`src/rtl/led_ctrl_pkg.sv`:
```
`default_nettype none
// ============================================================================
//  Module      : led_ctrl_pkg
//  Description : Shared constants and state encoding for the front-panel LED
//                page scheduler.
//  Revision    : 1.0 - initial release
// ============================================================================
package led_ctrl_pkg;

    localparam int N_LEDS = 16;

    // Default timing at the 40.079 MHz LHC-derived clock
    localparam int DEFAULT_DWELL_CYCLES = 40079000;  // 1 s per page
    localparam int DEFAULT_GAP_CYCLES   = 4007900;   // 100 ms blank gap

    typedef enum logic [1:0] {
        ST_IDLE = 2'd0,
        ST_SHOW = 2'd1,
        ST_GAP  = 2'd2
    } sched_state_t;

endpackage : led_ctrl_pkg
`default_nettype wire

```
`src/rtl/led_page_scheduler_rr_pick.sv`:
```
`default_nettype none
// ============================================================================
//  Module      : rr_pick
//  Description : Combinational round-robin search. Scans the request vector
//                starting at 'start' (or start+1 when skip_start is set, in
//                which case 'start' itself is considered last) with wrap.
//  Revision    : 1.0 - initial release
// ============================================================================
module rr_pick #(
    parameter int N  = 4,
    parameter int PW = $clog2(N)
) (
    input  logic [N-1:0]  req,
    input  logic [PW-1:0] start,
    input  logic          skip_start,
    output logic [PW-1:0] winner,
    output logic          found
);

    logic [PW-1:0] idx;

    // First set request in rotated order wins
    always_comb begin
        found  = 1'b0;
        winner = start;
        idx    = '0;
        for (int k = 0; k < N; k++) begin
            idx = PW'((int'(start) + int'(skip_start) + k) % N);
            if (!found && req[idx]) begin
                found  = 1'b1;
                winner = idx;
            end
        end
    end

endmodule : rr_pick
`default_nettype wire

```
`src/rtl/led_page_scheduler.sv`:
```
`default_nettype none
// ============================================================================
//  Module      : led_page_scheduler
//  Description : Time-shares the front-panel LEDs between display pages.
//                Urgent pages preempt immediately; other requesters rotate
//                round-robin with a fixed dwell and a blank gap in between.
//  Revision    : 1.0 - initial release
// ============================================================================
module led_page_scheduler
    import led_ctrl_pkg::*;
#(
    parameter int                 N_PAGES      = 4,
    parameter int                 DWELL_CYCLES = DEFAULT_DWELL_CYCLES,
    parameter int                 GAP_CYCLES   = DEFAULT_GAP_CYCLES,
    parameter logic [N_PAGES-1:0] URGENT_MASK  = {{(N_PAGES-1){1'b0}}, 1'b1}
) (
    input  logic                          clock,
    input  logic                          reset_n,
    input  logic [N_PAGES-1:0]            page_req_i,
    input  logic [N_LEDS*N_PAGES-1:0]     page_data_i,
    input  logic                          hold_i,
    output logic [N_LEDS-1:0]             led_o,
    output logic [$clog2(N_PAGES)-1:0]    page_o,
    output logic                          gap_o,
    output logic                          switch_o
);

    localparam int PW   = $clog2(N_PAGES);
    localparam int MAXC = (DWELL_CYCLES > GAP_CYCLES) ? DWELL_CYCLES : GAP_CYCLES;
    localparam int CW   = $clog2(MAXC + 1);
    localparam logic [CW-1:0] DWELL_LAST = CW'(DWELL_CYCLES - 1);
    localparam logic [CW-1:0] GAP_LAST   = CW'((GAP_CYCLES > 0) ? GAP_CYCLES - 1 : 0);

    sched_state_t        state, state_n;
    logic [CW-1:0]       cnt, cnt_n;
    logic [PW-1:0]       rr_ptr, rr_n;
    logic [PW-1:0]       page_n;
    logic                sw_n;
    logic [N_LEDS-1:0]   led_n;

    logic [N_PAGES-1:0]  urg_req;
    logic                urg_any;
    logic [PW-1:0]       urg_idx;
    logic                others;
    logic                leave;
    logic [PW-1:0]       pick_idx;
    logic                pick_found;

    assign urg_req = page_req_i & URGENT_MASK;
    assign urg_any = |urg_req;

    // Lowest-index urgent requester
    always_comb begin
        urg_idx = '0;
        for (int i = N_PAGES - 1; i >= 0; i--) begin
            if (urg_req[i]) begin
                urg_idx = PW'(i);
            end
        end
    end

    // Any requester other than the page currently on display
    always_comb begin
        others = 1'b0;
        for (int i = 0; i < N_PAGES; i++) begin
            if (page_req_i[i] && (PW'(i) != page_o)) begin
                others = 1'b1;
            end
        end
    end

    // IDLE searches from rr_ptr; SHOW/GAP hand-offs search from rr_ptr+1
    rr_pick #(
        .N  (N_PAGES),
        .PW (PW)
    ) u_rr_pick (
        .req        (page_req_i),
        .start      (rr_ptr),
        .skip_start (state != ST_IDLE),
        .winner     (pick_idx),
        .found      (pick_found)
    );

    // Next-state, counter, pointer and pulse decisions
    always_comb begin
        state_n = state;
        page_n  = page_o;
        cnt_n   = cnt;
        rr_n    = rr_ptr;
        sw_n    = 1'b0;
        leave   = 1'b0;

        if (urg_any) begin
            // Urgent page holds the display; counter stalls while it is active
            if ((state != ST_SHOW) || (page_o != urg_idx)) begin
                state_n = ST_SHOW;
                page_n  = urg_idx;
                rr_n    = urg_idx;
                cnt_n   = '0;
                sw_n    = 1'b1;
            end
        end else begin
            unique case (state)
                ST_IDLE: begin
                    if (pick_found) begin
                        state_n = ST_SHOW;
                        page_n  = pick_idx;
                        rr_n    = pick_idx;
                        cnt_n   = '0;
                        sw_n    = 1'b1;
                    end
                end
                ST_SHOW: begin
                    // A just-released urgent page also lands here: its request is low
                    if (!page_req_i[page_o]) begin
                        if (others) begin
                            leave = 1'b1;
                        end else begin
                            state_n = ST_IDLE;
                            cnt_n   = '0;
                        end
                    end else if (!hold_i) begin
                        if (cnt == DWELL_LAST) begin
                            if (others) begin
                                leave = 1'b1;
                            end else begin
                                cnt_n = '0;
                            end
                        end else begin
                            cnt_n = cnt + 1'b1;
                        end
                    end
                    if (leave) begin
                        if (GAP_CYCLES == 0) begin
                            state_n = ST_SHOW;
                            page_n  = pick_idx;
                            rr_n    = pick_idx;
                            cnt_n   = '0;
                            sw_n    = 1'b1;
                        end else begin
                            state_n = ST_GAP;
                            cnt_n   = '0;
                        end
                    end
                end
                ST_GAP: begin
                    if (!pick_found) begin
                        state_n = ST_IDLE;
                        cnt_n   = '0;
                    end else if (cnt == GAP_LAST) begin
                        state_n = ST_SHOW;
                        page_n  = pick_idx;
                        rr_n    = pick_idx;
                        cnt_n   = '0;
                        sw_n    = 1'b1;
                    end else begin
                        cnt_n = cnt + 1'b1;
                    end
                end
                default: begin
                    state_n = ST_IDLE;
                    cnt_n   = '0;
                end
            endcase
        end
    end

    // Live page data follows the page that will be shown after this edge
    always_comb begin
        led_n = '0;
        if (state_n == ST_SHOW) begin
            led_n = page_data_i[int'(page_n) * N_LEDS +: N_LEDS];
        end
    end

    // State and registered outputs
    always_ff @(posedge clock or negedge reset_n) begin
        if (!reset_n) begin
            state    <= ST_IDLE;
            cnt      <= '0;
            rr_ptr   <= '0;
            page_o   <= '0;
            led_o    <= '0;
            gap_o    <= 1'b0;
            switch_o <= 1'b0;
        end else begin
            state    <= state_n;
            cnt      <= cnt_n;
            rr_ptr   <= rr_n;
            page_o   <= page_n;
            led_o    <= led_n;
            gap_o    <= (state_n == ST_GAP);
            switch_o <= sw_n;
        end
    end

endmodule : led_page_scheduler
`default_nettype wire
```
`config.mk`:
```
export PLATFORM = sky130hd
export DESIGN_NAME = led_page_scheduler
export DESIGN_NICKNAME = d
export VERILOG_FILES = /design/src/rtl/led_ctrl_pkg.sv /design/src/rtl/led_page_scheduler_rr_pick.sv /design/src/rtl/led_page_scheduler.sv
export SDC_FILE = /design/constraint.sdc
export NUM_CORES = 1
export LEC_CHECK = 0
export BUFFER_PORTS_ARGS = -buffer_cell sky130_fd_sc_hd__buf_4
export CORE_MARGIN = 10
export CORE_UTILIZATION = 49
export DETAILED_ROUTE_END_ITERATION = 16
export PLACE_DENSITY = 0.89
export SYNTH_ARGS = -nofsm -noshare
export SYNTH_HDL_FRONTEND = slang
export SYNTH_SLANG_ARGS = --single-unit
```
`constraint.sdc`:
```
create_clock -name clock -period 2.85 [get_ports clock]
set_input_delay 0.285 -clock clock [delete_from_list [all_inputs] [get_ports clock]]
set_output_delay 0.285 -clock clock [all_outputs]
set_load 0.05 [all_outputs]
```
* Word-level counts from Yosys, hierarchy flattened *
Cells that the tools add are included.

word-level totals
  bits in registers = 50
  latch bits = 0
  bits in writable memories = 0
  memory bits (read-only) = 0
  bits of input ports = 71
  output and inout port bits = 20
  word-level logic and storage cells = 117
  memories kept = 0

cells by class
  add/subtract/negate cells = 5
  multipliers = 0
  divide/modulo/power cells = 0
  order comparisons = 5
  equality and inequality tests = 15
  shift operators = 1
  multiplexer cells = 67
  bitwise operators = 0
  reduce and logical (&&, ||, !) cells = 17

operator list
  kind                     count
  $mux W26                 10
  $pmux W26 S3             1
  $shiftx A64 B7 Y16       1
  $mux W2                  22
  $add A26 B1 Y26 const B  1
  $eq A26 B22 Y1 const B   1
  $eq A26 B26 Y1 const B   1
  $mux W1                  24
  $mux W16                 1
  $lt A2 B3 Y1 const B     5
  $bmux W1 S2              5
  $ne A3 B3 Y1 const B     3
  $pmux W2 S2              2
  $logic_and A1 B1 Y1      7
  $pmux W2 S3              1
  $ne A5 B5 Y1 const B     1
  $reduce_and A5 Y1        1
  $add A2 B2 Y2 const B    2
  $eq A2 B1 Y1 const B     2
  $eq A2 B2 Y1 const B     2
  $ne A2 B1 Y1 const B     2
  $ne A2 B2 Y1 const A     2
  $reduce_bool A2 Y1       2
  $logic_not A1 Y1         3
  8 further kinds          8

* Logic depth before layout (Yosys ltp) *
  word-level depth = 20
  mapped depth = 15
  mapped depth without buffers = 12

* Modules after synthesis *
Synthesis repeated with hierarchy kept, for this count alone.

second synthesis, totals
  cells, all modules = 420
  area, all modules = 3545.9 um^2

by module, submodules not included
  module              instances  cells each  area an instance (um^2)  sequential area each (um^2)
  led_page_scheduler  1          379         3288.2                   1251.2
  rr_pick             1          41          257.7                    0.0

* Worst setup path after synthesis *
Ideal clock, no wire load.

  kind = reg2reg
  start point = reg state[1]
  end point = reg led_o[12]
  setup time = 120 ps
  data arrival time = 2867 ps
  data required time = 2730 ps
  path slack = -137 ps
  cell stages (with the launch flop) = 14
  path buffers = 2
  clock period less this slack = 2987 ps
  cells stage by stage = dfrtp_1 -> inv_1 -> ha_1 -> inv_1 -> ha_1 -> clkbuf_1 -> nor2b_1 -> a211oi_1 -> and4bb_1 -> a21oi_2 -> o22ai_2 -> buf_6 -> mux2_2 -> o211a_1

on the way
  cells in the longest elaborated chain, start to end = 20
  elaborated cells between the ends (all ways) = 50
  classes of those cells = add/sub (4); eq/ne (4); shift (1); mux (32); reduce/logical (9)

RTL lines
  element                                                 line                       source
  start: declaration                                      led_page_scheduler.sv:34   sched_state_t state, state_n;
  start signal: assignment                                led_page_scheduler.sv:187  state <= state_n;
  branches (longest 19 deep; another with $add A2 B1 Y2)  --
  $mux W16 (*)                                            led_page_scheduler.sv:171  if (state_n == ST_SHOW) begin
  via led_n[12]                                           led_page_scheduler.sv:39   logic [N_LEDS-1:0] led_n;
  end signal: assignment                                  led_page_scheduler.sv:191  led_o <= led_n;
  end: declaration                                        led_page_scheduler.sv:22   output logic [N_LEDS-1:0] led_o,

Mark *: on every way through the listed nets, which the timed path passes. The select of a mux whose other input is x is not followed.
A chain may end at the register's enable or synchronous reset.

* Worst setup path after layout *
  start point = reg state[1]
  end point = reg led_o[1]

The elaborated chain is that of the path after synthesis.

==> impl_summary.log <==
INFO  metric run_status = finished, violations left
INFO  metric failed_checks = hold timing, setup timing
INFO  metric wire_length_of_the_first_global_routing_pass = 19.0 mm
INFO  metric finalWorstPathRequiredPeriod = 2.95 ns
INFO  metric post-route-period-util = 1.04
INFO  metric nNetsFinal = between 600 and 700
INFO  metric synth.cell_area = 0.00369 mm²
INFO  metric design_power_total = between 4000 and 5000 µW
INFO  metric timing.reg2reg.worst_path_depth = 15
INFO  metric worstHoldPathType = input port to async pin
INFO  metric antenna_cells_inserted = 0
INFO  metric max_freq = 339 MHz
INFO  metric numClockSinks = 50
INFO  metric crit_type = flop to flop
INFO  metric netlist_instances = 413
INFO  metric grt_pass1_vias = 3936
INFO  metric crit-reg2reg-launch = state[1]$_DFF_PN0_
INFO  metric worstMarginPinSlew = just under 0.8 ns
INFO  metric track_usage = 0.201
INFO  metric ff_to_ff_setup_slack = -0.10 ns
INFO  metric final_hold_viol_count = 27
INFO  metric io-pin-count = 91
INFO  metric htree_levels = 2
INFO  metric cts-hold-fix-buffers = 0
INFO  metric p_leak = 0.00241 µW
INFO  metric standard_cell_core_area = roughly 0.0073 mm²
INFO  metric critPathLaunchType = flop
INFO  metric postPlaceCellArea = 0.00473 mm²
INFO  metric max_cap_violations = 0
INFO  metric antenna_left = 0
INFO  metric std_cell_rows = 31
INFO  metric clock_latency = 0.32 ns
INFO  metric synth.net_count = 490
INFO  metric async_flop_share = 1.00
INFO  metric number_of_port_buffers = 90
INFO  metric drc = 0
INFO  metric die-height = 107 µm
INFO  metric max-vdd-ir-drop = ~540 µV
INFO  metric drt_iter0_markers = 342
INFO  metric synth_warnings = 0
INFO  metric maxSlewViolCount = 0
INFO  metric timing.final.setup_violations = 16
INFO  metric globalplace.congestion = 0.922
INFO  metric grt_setup_unrepaired = true
INFO  metric synth-main-ff-cell = dfrtp_1
INFO  metric num_vias = 3989
INFO  metric slew_headroom = 0.482
INFO  metric timing.hold.ws = -0.0113 ns
INFO  metric layout_cells_sized_above_1 = 0.375
INFO  metric synth_edf_count = 0
INFO  metric worst_r2r_endpoint = led_o[1]$_DFF_PN0_
INFO  metric floorplan.die_area = 0.0114 mm²
INFO  metric overflow = 0
INFO  metric critical_path_peak_fanout = 8
INFO  metric area_growth = 39.2%
INFO  metric firstDrtPassIters = 7
INFO  metric power.density_cell_area = 921 mW/mm²
INFO  metric library_cells_used_by_synthesis = 67
INFO  metric post-route-worst-setup-slack = -0.103 ns
INFO  metric finalClockSkew = 0.0121 ns
INFO  metric detail_route.wirelength = 13.0 mm
INFO  metric cts.path.max_buffers = 2
INFO  metric worst_setup_hold_path_clk_slew = 0.10 ns
INFO  metric dp.final_hpwl = between 8 and 9 mm
INFO  metric endpoint_kind = flop
INFO  metric ys_ff_latch = 50
INFO  metric worst_setup_slack_after_placement = -0.146 ns
INFO  metric cts_buffers = 5
INFO  metric final_cell_area = between 0.005 and 0.006 mm²
INFO  metric tritoncts = built
INFO  metric cp_data_required_time = 3.06 ns
INFO  metric die_width = 107 µm
INFO  metric cts_root_buffer = clkbuf_8
INFO  metric mean_instance_size_in_the_synthesized_netlist = 8.95 µm²
INFO  metric start_util = 0.507
INFO  metric antenna_found_initial = 0
INFO  metric synth_seq_area_share = 0.339
INFO  metric detail_route.vias_per_cell = 6.23
INFO  metric arrival = 3.16 ns
INFO  metric grt_start_max_net_pins = between 50 and 60
INFO  metric post_drt_wl_per_cell = a little over 20 µm
[power by group]
group	switching [µW]	internal, µW
combinational	1840	1480
clock	256	196
sequential	104	868
[state kept, by name, indices dropped and copies added, names as in the netlist]
register and flops:
cnt 26, led_o 16, page_o 2, rr_ptr 2, state 2, gap_o 1
switch_o 1
[through the flow]
| step | hold slack (ns) | utilization | setup TNS, ns | cells |
|---|---|---|---|---|
| floorplan | -0.0106 | - | 0 | 413 |
| global placement | 0.347 | 0.649 | 0 | 618 |
| detailed placement | 0.344 | 0.649 | -1.88 | 618 |
| CTS | 0.00914 | 0.676 | 0 | 632 |
| global route | 0.0280 | 0.706 | -2.62 | 640 |
| finish | -0.0113 | 0.706 | -1.11 | 640 |
[cell type report]
| type | instances | area [µm²] |
|---|---|---|
| clock inverters | 2 | 12.5 |
| repair buffers | 148 | 1230 |
| fillers | 511 | 2150 |
| well taps | 99 | 124 |
| flip-flops and latches | 50 | 1250 |
| inverters | 8 | 32.5 |
| clock buffers | 6 | 82.6 |
| multi-input cells | 327 | 2410 |
[cells by family after synthesis]
group | share of synthesized area
compound gates | 0.221
xor+xnor | 0.0166
fa+ha+maj | 0.0203
buf+inv | 0.0481
flops | 0.339
mux | 0.101
simple gates | 0.254
[critical path: stages, from the launching register on]
cell and delay [ns]:
dfrtp_1 0.41, inv_2 0.09, ha_4 0.16, inv_4 0.04
ha_4 0.30, buf_6 0.10, nor4b_2 0.03, a311o_1 0.31
and4bb_1 0.32, a21oi_4 0.08, o22ai_4 0.13, buf_12 0.16
clkbuf_16 0.17, mux2i_1 0.23, nand3_1 0.13, o211a_1 0.17
[cell usage after synthesis (all sizes together) (3+ instances only)]
library cell	count	area, µm²
a31oi	5	31.3
nor3b	4	30.0
nor2b	8	50.1
mux2	17	191
nand2	34	128
ha	6	75.1
nor4b	6	73.8
a211oi	3	22.5
nand4	6	37.5
nor4	7	50.1
a22o	4	35.0
and4	3	26.3
nor3	8	45.0
a21oi	9	48.8
inv	8	30.0
and2	8	50.1
and3	4	25.0
nand4b	3	26.3
o211ai	3	32.5
buf	15	98.8
o21ai	48	240
nand2b	5	31.3
nand3	35	175
dfrtp	50	1250
mux2i	16	160
o211a	17	170
xor2	6	52.6
o22ai	5	43.8
nor2	24	90.1
clkbuf	13	48.8
[placed cells by master (no fill, tap or decap), types with 4 or more instances in the layout]
| cell | netlist | routed |
|---|---|---|
| ha_1 | 6 | 4 |
| clkbuf_8 | 0 | 6 |
| nor4_1 | 6 | 6 |
| mux2_4 | 0 | 16 |
| inv_1 | 8 | 5 |
| a22o_1 | 4 | 4 |
| nand4_1 | 6 | 6 |
| dfrtp_1 | 50 | 50 |
| nor2_1 | 24 | 24 |
| nor3b_1 | 4 | 4 |
| nand2_1 | 34 | 34 |
| a31oi_1 | 5 | 5 |
| nand2b_1 | 5 | 5 |
| xor2_1 | 6 | 5 |
| mux2i_1 | 16 | 13 |
| nor2b_1 | 8 | 7 |
| a21oi_1 | 8 | 8 |
| and3_1 | 4 | 4 |
| o211a_1 | 17 | 17 |
| and2_1 | 8 | 8 |
| nand3_1 | 35 | 35 |
| o21ai_0 | 47 | 47 |
| nor3_1 | 7 | 7 |
| buf_4 | 2 | 139 |
[how the worst max path moves through the flow]
stage / startpoint / endpoint / slack (ns) / cells past startpoint
3_5_place_dp: state[1]$_DFF_PN0_ / led_o[10]$_DFF_PN0_ / -0.15 / 12
4_1_cts: state[1]$_DFF_PN0_ / led_o[1]$_DFF_PN0_ / 0.0006 / 14
3_3_place_gp: state[0]$_DFF_PN0_ / led_o[6]$_DFF_PN0_ / 0.0007 / 12
2_1_floorplan: state[1]$_DFF_PN0_ / led_o[10]$_DFF_PN0_ / 0.0009 / 12
5_1_grt: state[0]$_DFF_PN0_ / led_o[6]$_DFF_PN0_ / -0.18 / 13
6_report: state[1]$_DFF_PN0_ / led_o[1]$_DFF_PN0_ / -0.10 / 15
[repair_timing]
action,in CTS,in global routing
gates resized for setup,7,27
buffers inserted,5,6
cloned,1,3
endpoints found under the setup margin,16,19
hold endpoints to repair,0,0
pin swaps,4,9
[layer usage]
metal	up-vias	global-route usage	share of wire	wire length (µm)
met3	42	0.0401	0.065	844
met5	-	0	0	0
li1	1800	-	-	-
met2	225	0.357	0.52	6700
met1	1922	0.221	0.38	4880
met4	0	0.103	0.043	558
No activity file was read; power rests on OpenSTA's default activity.
